--- config.mk ---
export PLATFORM = sky130hd
export DESIGN_NAME = qu_scheduler
export DESIGN_NICKNAME = d
export VERILOG_FILES = /design/src/rtl/qu_scheduler_pkg.sv /design/src/rtl/qu_sched_select.sv /design/src/rtl/qu_scheduler.sv
export SDC_FILE = /design/constraint.sdc
export NUM_CORES = 2
export LEC_CHECK = 0
export CORE_ASPECT_RATIO = 1.1
export CORE_UTILIZATION = 66
export CTS_CLUSTER_SIZE = 16
export DETAILED_ROUTE_END_ITERATION = 10
export PLACE_DENSITY = 0.87
export SYNTH_ARGS = -nofsm -noshare
export SYNTH_HDL_FRONTEND = slang
export SYNTH_HIERARCHICAL = 1
export SYNTH_SLANG_ARGS = --single-unit
--- constraint.sdc ---
create_clock -name clk -period 8.55 [get_ports clk]
set_input_delay 0.855 -clock clk [delete_from_list [all_inputs] [get_ports clk]]
set_output_delay 0.855 -clock clk [all_outputs]
set_load 0.01 [all_outputs]
--- src/rtl/qu_scheduler_pkg.sv ---
// ---------------------------------------------------------------------------
// qu_scheduler_pkg : shared depth/width defaults and the scheduler entry record
// Rev 1.0
// ---------------------------------------------------------------------------
`default_nettype none

package qu_scheduler_pkg;

  localparam int QU_SCHED_DEPTH     = 8;
  localparam int QU_PREG_ADDR_WIDTH = 6;
  localparam int QU_PAYLOAD_WIDTH   = 64;

  // Default-width view of one queue slot, for blocks that snoop the scheduler.
  typedef struct packed {
    logic                          valid;
    logic [QU_PAYLOAD_WIDTH-1:0]   payload;
    logic [QU_PREG_ADDR_WIDTH-1:0] rs1_tag;
    logic                          rs1_rdy;
    logic [QU_PREG_ADDR_WIDTH-1:0] rs2_tag;
    logic                          rs2_rdy;
    logic [QU_PREG_ADDR_WIDTH-1:0] rd_tag;
  } sched_entry_t;

endpackage

`default_nettype wire

--- src/rtl/qu_sched_select.sv ---
// ---------------------------------------------------------------------------
// qu_sched_select : find-first-set over the ready vector, lowest index wins
// Rev 1.0
// ---------------------------------------------------------------------------
`default_nettype none

module qu_sched_select #(
  parameter  int DEPTH = 8,
  localparam int IDX_W = $clog2(DEPTH)
) (
  input  logic [DEPTH-1:0] req,
  output logic             found,
  output logic [IDX_W-1:0] index
);

  always_comb begin
    found = 1'b0;
    index = '0;
    for (int i = DEPTH - 1; i >= 0; i--) begin
      if (req[i]) begin
        found = 1'b1;
        index = IDX_W'(i);
      end
    end
  end

endmodule

`default_nettype wire

--- src/rtl/qu_scheduler.sv ---
// ---------------------------------------------------------------------------
// qu_scheduler : collapsing in-order-allocate, oldest-ready-first issue queue
// Rev 1.0
// ---------------------------------------------------------------------------
`default_nettype none

module qu_scheduler
  import qu_scheduler_pkg::*;
#(
  parameter  int DEPTH           = QU_SCHED_DEPTH,
  parameter  int PREG_ADDR_WIDTH = QU_PREG_ADDR_WIDTH,
  parameter  int PAYLOAD_WIDTH   = QU_PAYLOAD_WIDTH,
  localparam int CNT_W           = $clog2(DEPTH + 1),
  localparam int IDX_W           = $clog2(DEPTH)
) (
  input  logic                       clk,
  input  logic                       rst,
  input  logic                       flush,
  input  logic                       schedule_en,
  input  logic                       in_valid,
  output logic                       in_ready,
  input  logic [PAYLOAD_WIDTH-1:0]   in_payload,
  input  logic [PREG_ADDR_WIDTH-1:0] in_rs1_tag,
  input  logic                       in_rs1_rdy,
  input  logic [PREG_ADDR_WIDTH-1:0] in_rs2_tag,
  input  logic                       in_rs2_rdy,
  input  logic [PREG_ADDR_WIDTH-1:0] in_rd_tag,
  input  logic                       wakeup_valid,
  input  logic [PREG_ADDR_WIDTH-1:0] wakeup_tag,
  output logic                       issue_valid,
  input  logic                       issue_ready,
  output logic [PAYLOAD_WIDTH-1:0]   issue_payload,
  output logic [PREG_ADDR_WIDTH-1:0] issue_rs1_tag,
  output logic [PREG_ADDR_WIDTH-1:0] issue_rs2_tag,
  output logic [PREG_ADDR_WIDTH-1:0] issue_rd_tag,
  output logic [CNT_W-1:0]           occupancy,
  output logic                       full,
  output logic                       empty
);

  // Same layout as sched_entry_t, sized by this instance's parameters.
  typedef struct packed {
    logic                       valid;
    logic [PAYLOAD_WIDTH-1:0]   payload;
    logic [PREG_ADDR_WIDTH-1:0] rs1_tag;
    logic                       rs1_rdy;
    logic [PREG_ADDR_WIDTH-1:0] rs2_tag;
    logic                       rs2_rdy;
    logic [PREG_ADDR_WIDTH-1:0] rd_tag;
  } entry_t;

  entry_t           entries_q [DEPTH];
  entry_t           entries_d [DEPTH];
  entry_t           entries_wk[DEPTH];
  entry_t           new_entry;
  logic [CNT_W-1:0] count_q;
  logic [CNT_W-1:0] count_d;
  logic [CNT_W-1:0] count_post_issue;
  logic [DEPTH-1:0] ready_vec;
  logic             sel_found;
  logic [IDX_W-1:0] sel_idx;
  logic             enq_fire;
  logic             issue_fire;

  always_comb begin
    ready_vec = '0;
    for (int i = 0; i < DEPTH; i++) begin
      ready_vec[i] = entries_q[i].valid && entries_q[i].rs1_rdy && entries_q[i].rs2_rdy;
    end
  end

  qu_sched_select #(
    .DEPTH (DEPTH)
  ) u_select (
    .req   (ready_vec),
    .found (sel_found),
    .index (sel_idx)
  );

  assign full        = (count_q == CNT_W'(DEPTH));
  assign empty       = (count_q == '0);
  assign in_ready    = !full;
  assign occupancy   = count_q;
  assign enq_fire    = in_valid && in_ready;
  assign issue_valid = schedule_en && sel_found;
  assign issue_fire  = issue_valid && issue_ready;

  assign issue_payload = entries_q[sel_idx].payload;
  assign issue_rs1_tag = entries_q[sel_idx].rs1_tag;
  assign issue_rs2_tag = entries_q[sel_idx].rs2_tag;
  assign issue_rd_tag  = entries_q[sel_idx].rd_tag;

  // An incoming uop sees the same-cycle broadcast so it cannot miss its wakeup.
  always_comb begin
    new_entry         = '0;
    new_entry.valid   = 1'b1;
    new_entry.payload = in_payload;
    new_entry.rs1_tag = in_rs1_tag;
    new_entry.rs1_rdy = in_rs1_rdy || (wakeup_valid && (wakeup_tag == in_rs1_tag));
    new_entry.rs2_tag = in_rs2_tag;
    new_entry.rs2_rdy = in_rs2_rdy || (wakeup_valid && (wakeup_tag == in_rs2_tag));
    new_entry.rd_tag  = in_rd_tag;
  end

  always_comb begin
    count_post_issue = count_q - CNT_W'(issue_fire);
    count_d          = count_post_issue + CNT_W'(enq_fire);

    for (int i = 0; i < DEPTH; i++) begin
      entries_wk[i] = entries_q[i];
      if (entries_q[i].valid && wakeup_valid) begin
        if (entries_q[i].rs1_tag == wakeup_tag) entries_wk[i].rs1_rdy = 1'b1;
        if (entries_q[i].rs2_tag == wakeup_tag) entries_wk[i].rs2_rdy = 1'b1;
      end
    end

    for (int i = 0; i < DEPTH; i++) begin
      entries_d[i] = entries_wk[i];
    end

    // Collapse: everything above the issued slot moves down one; the top slot always empties.
    if (issue_fire) begin
      for (int i = 0; i < DEPTH - 1; i++) begin
        if (IDX_W'(i) >= sel_idx) entries_d[i] = entries_wk[i + 1];
      end
      entries_d[DEPTH-1] = '0;
    end

    if (enq_fire) begin
      for (int i = 0; i < DEPTH; i++) begin
        if (CNT_W'(i) == count_post_issue) entries_d[i] = new_entry;
      end
    end

    if (flush) begin
      count_d = '0;
      for (int i = 0; i < DEPTH; i++) begin
        entries_d[i] = '0;
      end
    end
  end

  always_ff @(posedge clk) begin
    if (rst) begin
      count_q <= '0;
      for (int i = 0; i < DEPTH; i++) begin
        entries_q[i] <= '0;
      end
    end else begin
      count_q   <= count_d;
      entries_q <= entries_d;
    end
  end

endmodule

`default_nettype wire
==> metrics <==
critical register-to-register path startpoint entries_q[176]; deepest level of the CTS H-tree 3; RSZ-0062 raised after global routing false; mean post-synth cell area a little under 10 sq um; busiest layer in global routing met2; clock transition time at the flip-flop clock pins of the worst setup and hold paths approximately 60 ps; drt first pass iters 6; setup bufs post-CTS 0; hold_buf cts 0; critical path arrival ~6000 ps; final antenna-violating net count 0; CP Class flop to flop; met3 Resource Use GR 0.0739; CP cell instances and3_1 -> nor4_1 -> nand2_1 -> nand3_4 -> buf_4 -> inv_2 -> ha_1 -> nor3b_4 -> mux2i_4 -> nand3_4 -> buf_12 -> nor2_1 -> a211oi_1; number of setup violations in the final report 0; setup slack of the most critical reg-to-reg path about 3000 ps; post-synthesis share of cell area spent on full adders, half adders and majority gates 0.00139; FP Rows ~90; commonest non-fill, non-tap cell in the layout dfxtp_1; FF-to-FF End entries_q[403]; core area about 54,000 sq um; Slew @ Worst Pin around 1400 ps; Critical Path Start Type flop; Mapped Nets around 3.8k; multiplexer share of the synthesized area 0.289; DP Wirelength about 57 mm; final setup skew 25.7 ps; average via count per standard cell slightly below 7; library cell contributing the largest single delay on the critical path nand3_4; largest net degree at the start of global routing around 220; total global routing overflow 0; TritonCTS clock tree built; Starting Density 0.669; CP endpoint kind flop; post_cts resized 0; depth of the worst hold-timing path 2; TritonCTS Sinks about 680; clock latency on the worst-skew pair 620 ps; post-route clock period utilization 0.646; Max-Cap Viols 0; count of final max-slew check failures 0; global routing met1 resource utilization 0.469; overall die height approximately 250 microns; Top Ports about 190; Port Buffer Count 186; combined area of all synthesized cells ~36,000 sq um; run status completed; Routed wire per std cell roughly 24 microns; count of warnings emitted by yosys 6; clock buffer depth 3; number of DRC markers in iteration 0 3,448; DIE WIDTH 224 microns; Final Net Count 3,608; number of clock buffers inserted by TritonCTS just under 70; leakage power total roughly 12 nW; CP Launch Point entries_q[176]; final count of hold timing violations 0; fraction of layout cells with a size suffix above 1 0.116; Endpoint, Worst Hold entries_q[71]; commonest cells after routing, fill and taps aside 684 x dfxtp_1, 583 x nor2_1, 574 x mux2i_1, 574 x a211oi_1, 186 x clkdlybuf4s50_1; count of filler cells inserted in the layout between 3k and 4k; largest fanout on the critical path 88; Worst path max stage delay between 900 and 1000 ps; sequential cell area fraction in the yosys report 0.381; Total Negative Setup Slacks 0 ps; overall routed net length just over 100 mm; FF-to-FF path depth 13; dominant combinational cell family by area after synthesis multiplexers; worst min-delay path category flop to flop; global-route total usage across every layer 0.367; clock tree root buffer cell clkbuf_16; area fraction in and, or, nand and nor cells after synthesis 0.104; Layout area overhead 10.0%; most used cell, CP nand3_4; antenna violations before repair 4; final RePlAce weighted congestion between 0.9 and 1; wire length of the first global-routing pass about 160 mm; number of global-route vias before repair just under 30k; final period demand of the worst path roughly 5500 ps; number of vias after detailed routing between 20k and 30k; post-synthesis register bit count 684; critical path required time ~9000 ps; count of distinct cell types in the synthesized netlist 49; maximum clock frequency between 0.15 and 0.2 GHz; die footprint 55,400 sq um; complex-gate fraction of the synthesized area 0.139; global-route track usage on met2 0.585; Post-Synthesis Cells 3,651; peak supply drop 0.122 mV; DR DRC count 0; P per Cell Area approximately 170 nW/um^2; startpoint of the worst hold path entries_q[71]; relative max-transition margin 0.0760; area share of xor/xnor cells in the synthesized design 0.0276; post-layout power approximately 6.8 mW
## critical path: cells and delay by family (launching register included)
family	cells	cell delay, ps
AND/OR/NAND/NOR	7	2400
buffers and inverters	3	1630
multiplexers	1	600
flip-flops	1	320
adder cells (fa/ha/maj)	1	260
AO/OA/AOI/OAI	1	70
## sequential cells by signal, indices dropped and copies added, names as in the netlist
signal and count:
entries_q 680, occupancy 4
## worst max path at each step
stage,to,cells past startpoint
after global placement,entries_q[414],11
after CTS,entries_q[386],13
after floorplan,issue_payload[10],10
after global routing,entries_q[371],13
after detailed placement,entries_q[391],11
final,entries_q[403],13
## kinds of logic (layout without fill, tap and decap cells)
logic type	Yosys count	after routing
compound gates	695	695
fa+ha+maj	4	4
buf+inv	445	350
xor+xnor	113	113
other cells	0	3
flops	684	684
mux	821	821
simple gates	889	889
## area by class of cell
| type | count | area [sq um] | area share |
|---|---|---|---|
| multi-input combinational | 2522 | 20300 | 0.514 |
| sequential | 684 | 13700 | 0.347 |
| timing repair buffer | 223 | 2230 | 0.0564 |
| antenna | 3 | 7.51 | 0.000190 |
| clock buffer | 100 | 2030 | 0.0513 |
| inverter | 7 | 26.3 | 0.000665 |
| clock inverter | 20 | 310 | 0.00785 |
| tap | 728 | 911 | 0.0231 |
## where the power goes
part	total (mW)	switching (mW)	internal, mW
clock network	3.17	1.29	1.89
registers	3.23	0.0196	3.21
logic	0.398	0.240	0.157
## metrics by stage
stage | std cells | instance area (sq um) | hold WS, ps | worst slack (ps) | util
final | 4287 | 39500 | 484 | 3030 | 0.736
after CTS | 4284 | 39500 | 481 | 3160 | 0.736
after global routing | 4286 | 39500 | 504 | 2760 | 0.736
after detailed placement | 4164 | 37200 | 473 | 3050 | 0.692
after global placement | 4164 | 37200 | 465 | 3180 | 0.692
after floorplan | 3651 | 35900 | 454 | 5200 | -
## metal layers
metal,up-vias,part of all wire,routed length [microns]
met2,1653,0.47,47900
met4,4,0.047,4810
met5,-,0.00022,23
met1,14400,0.39,40000
li1,13100,-,-
met3,366,0.095,9710
## cells in the mapped netlist, drive strengths merged
cell type,n,area share
nand3,91,0.014
a21oi,87,0.012
o21ai,5,0.00070
clkbuf,176,0.019
clkinv,1,0.00010
mux4,164,0.10
a31oi,7,0.0012
nand4,16,0.0028
and2,13,0.0023
ha,4,0.0014
dfxtp,684,0.38
mux2,82,0.026
nor3,29,0.0040
and3,8,0.0014
nand2,115,0.012
xor2,61,0.015
o31ai,2,0.00042
or4,2,0.00042
inv,6,0.00063
nor4,21,0.0038
a21o,1,0.00021
nor3b,1,0.00052
nand2b,2,0.00035
o2111ai,2,0.00049
o41ai,1,0.00024
or2,2,0.00035
nor2,585,0.061
nor2b,2,0.00035
or3,2,0.00035
o32ai,14,0.0034
xnor2,52,0.013
buf,262,0.038
o21bai,1,0.00021
a211oi,575,0.12
mux2i,575,0.16
Note: power is estimated with default switching activity, not from simulation.
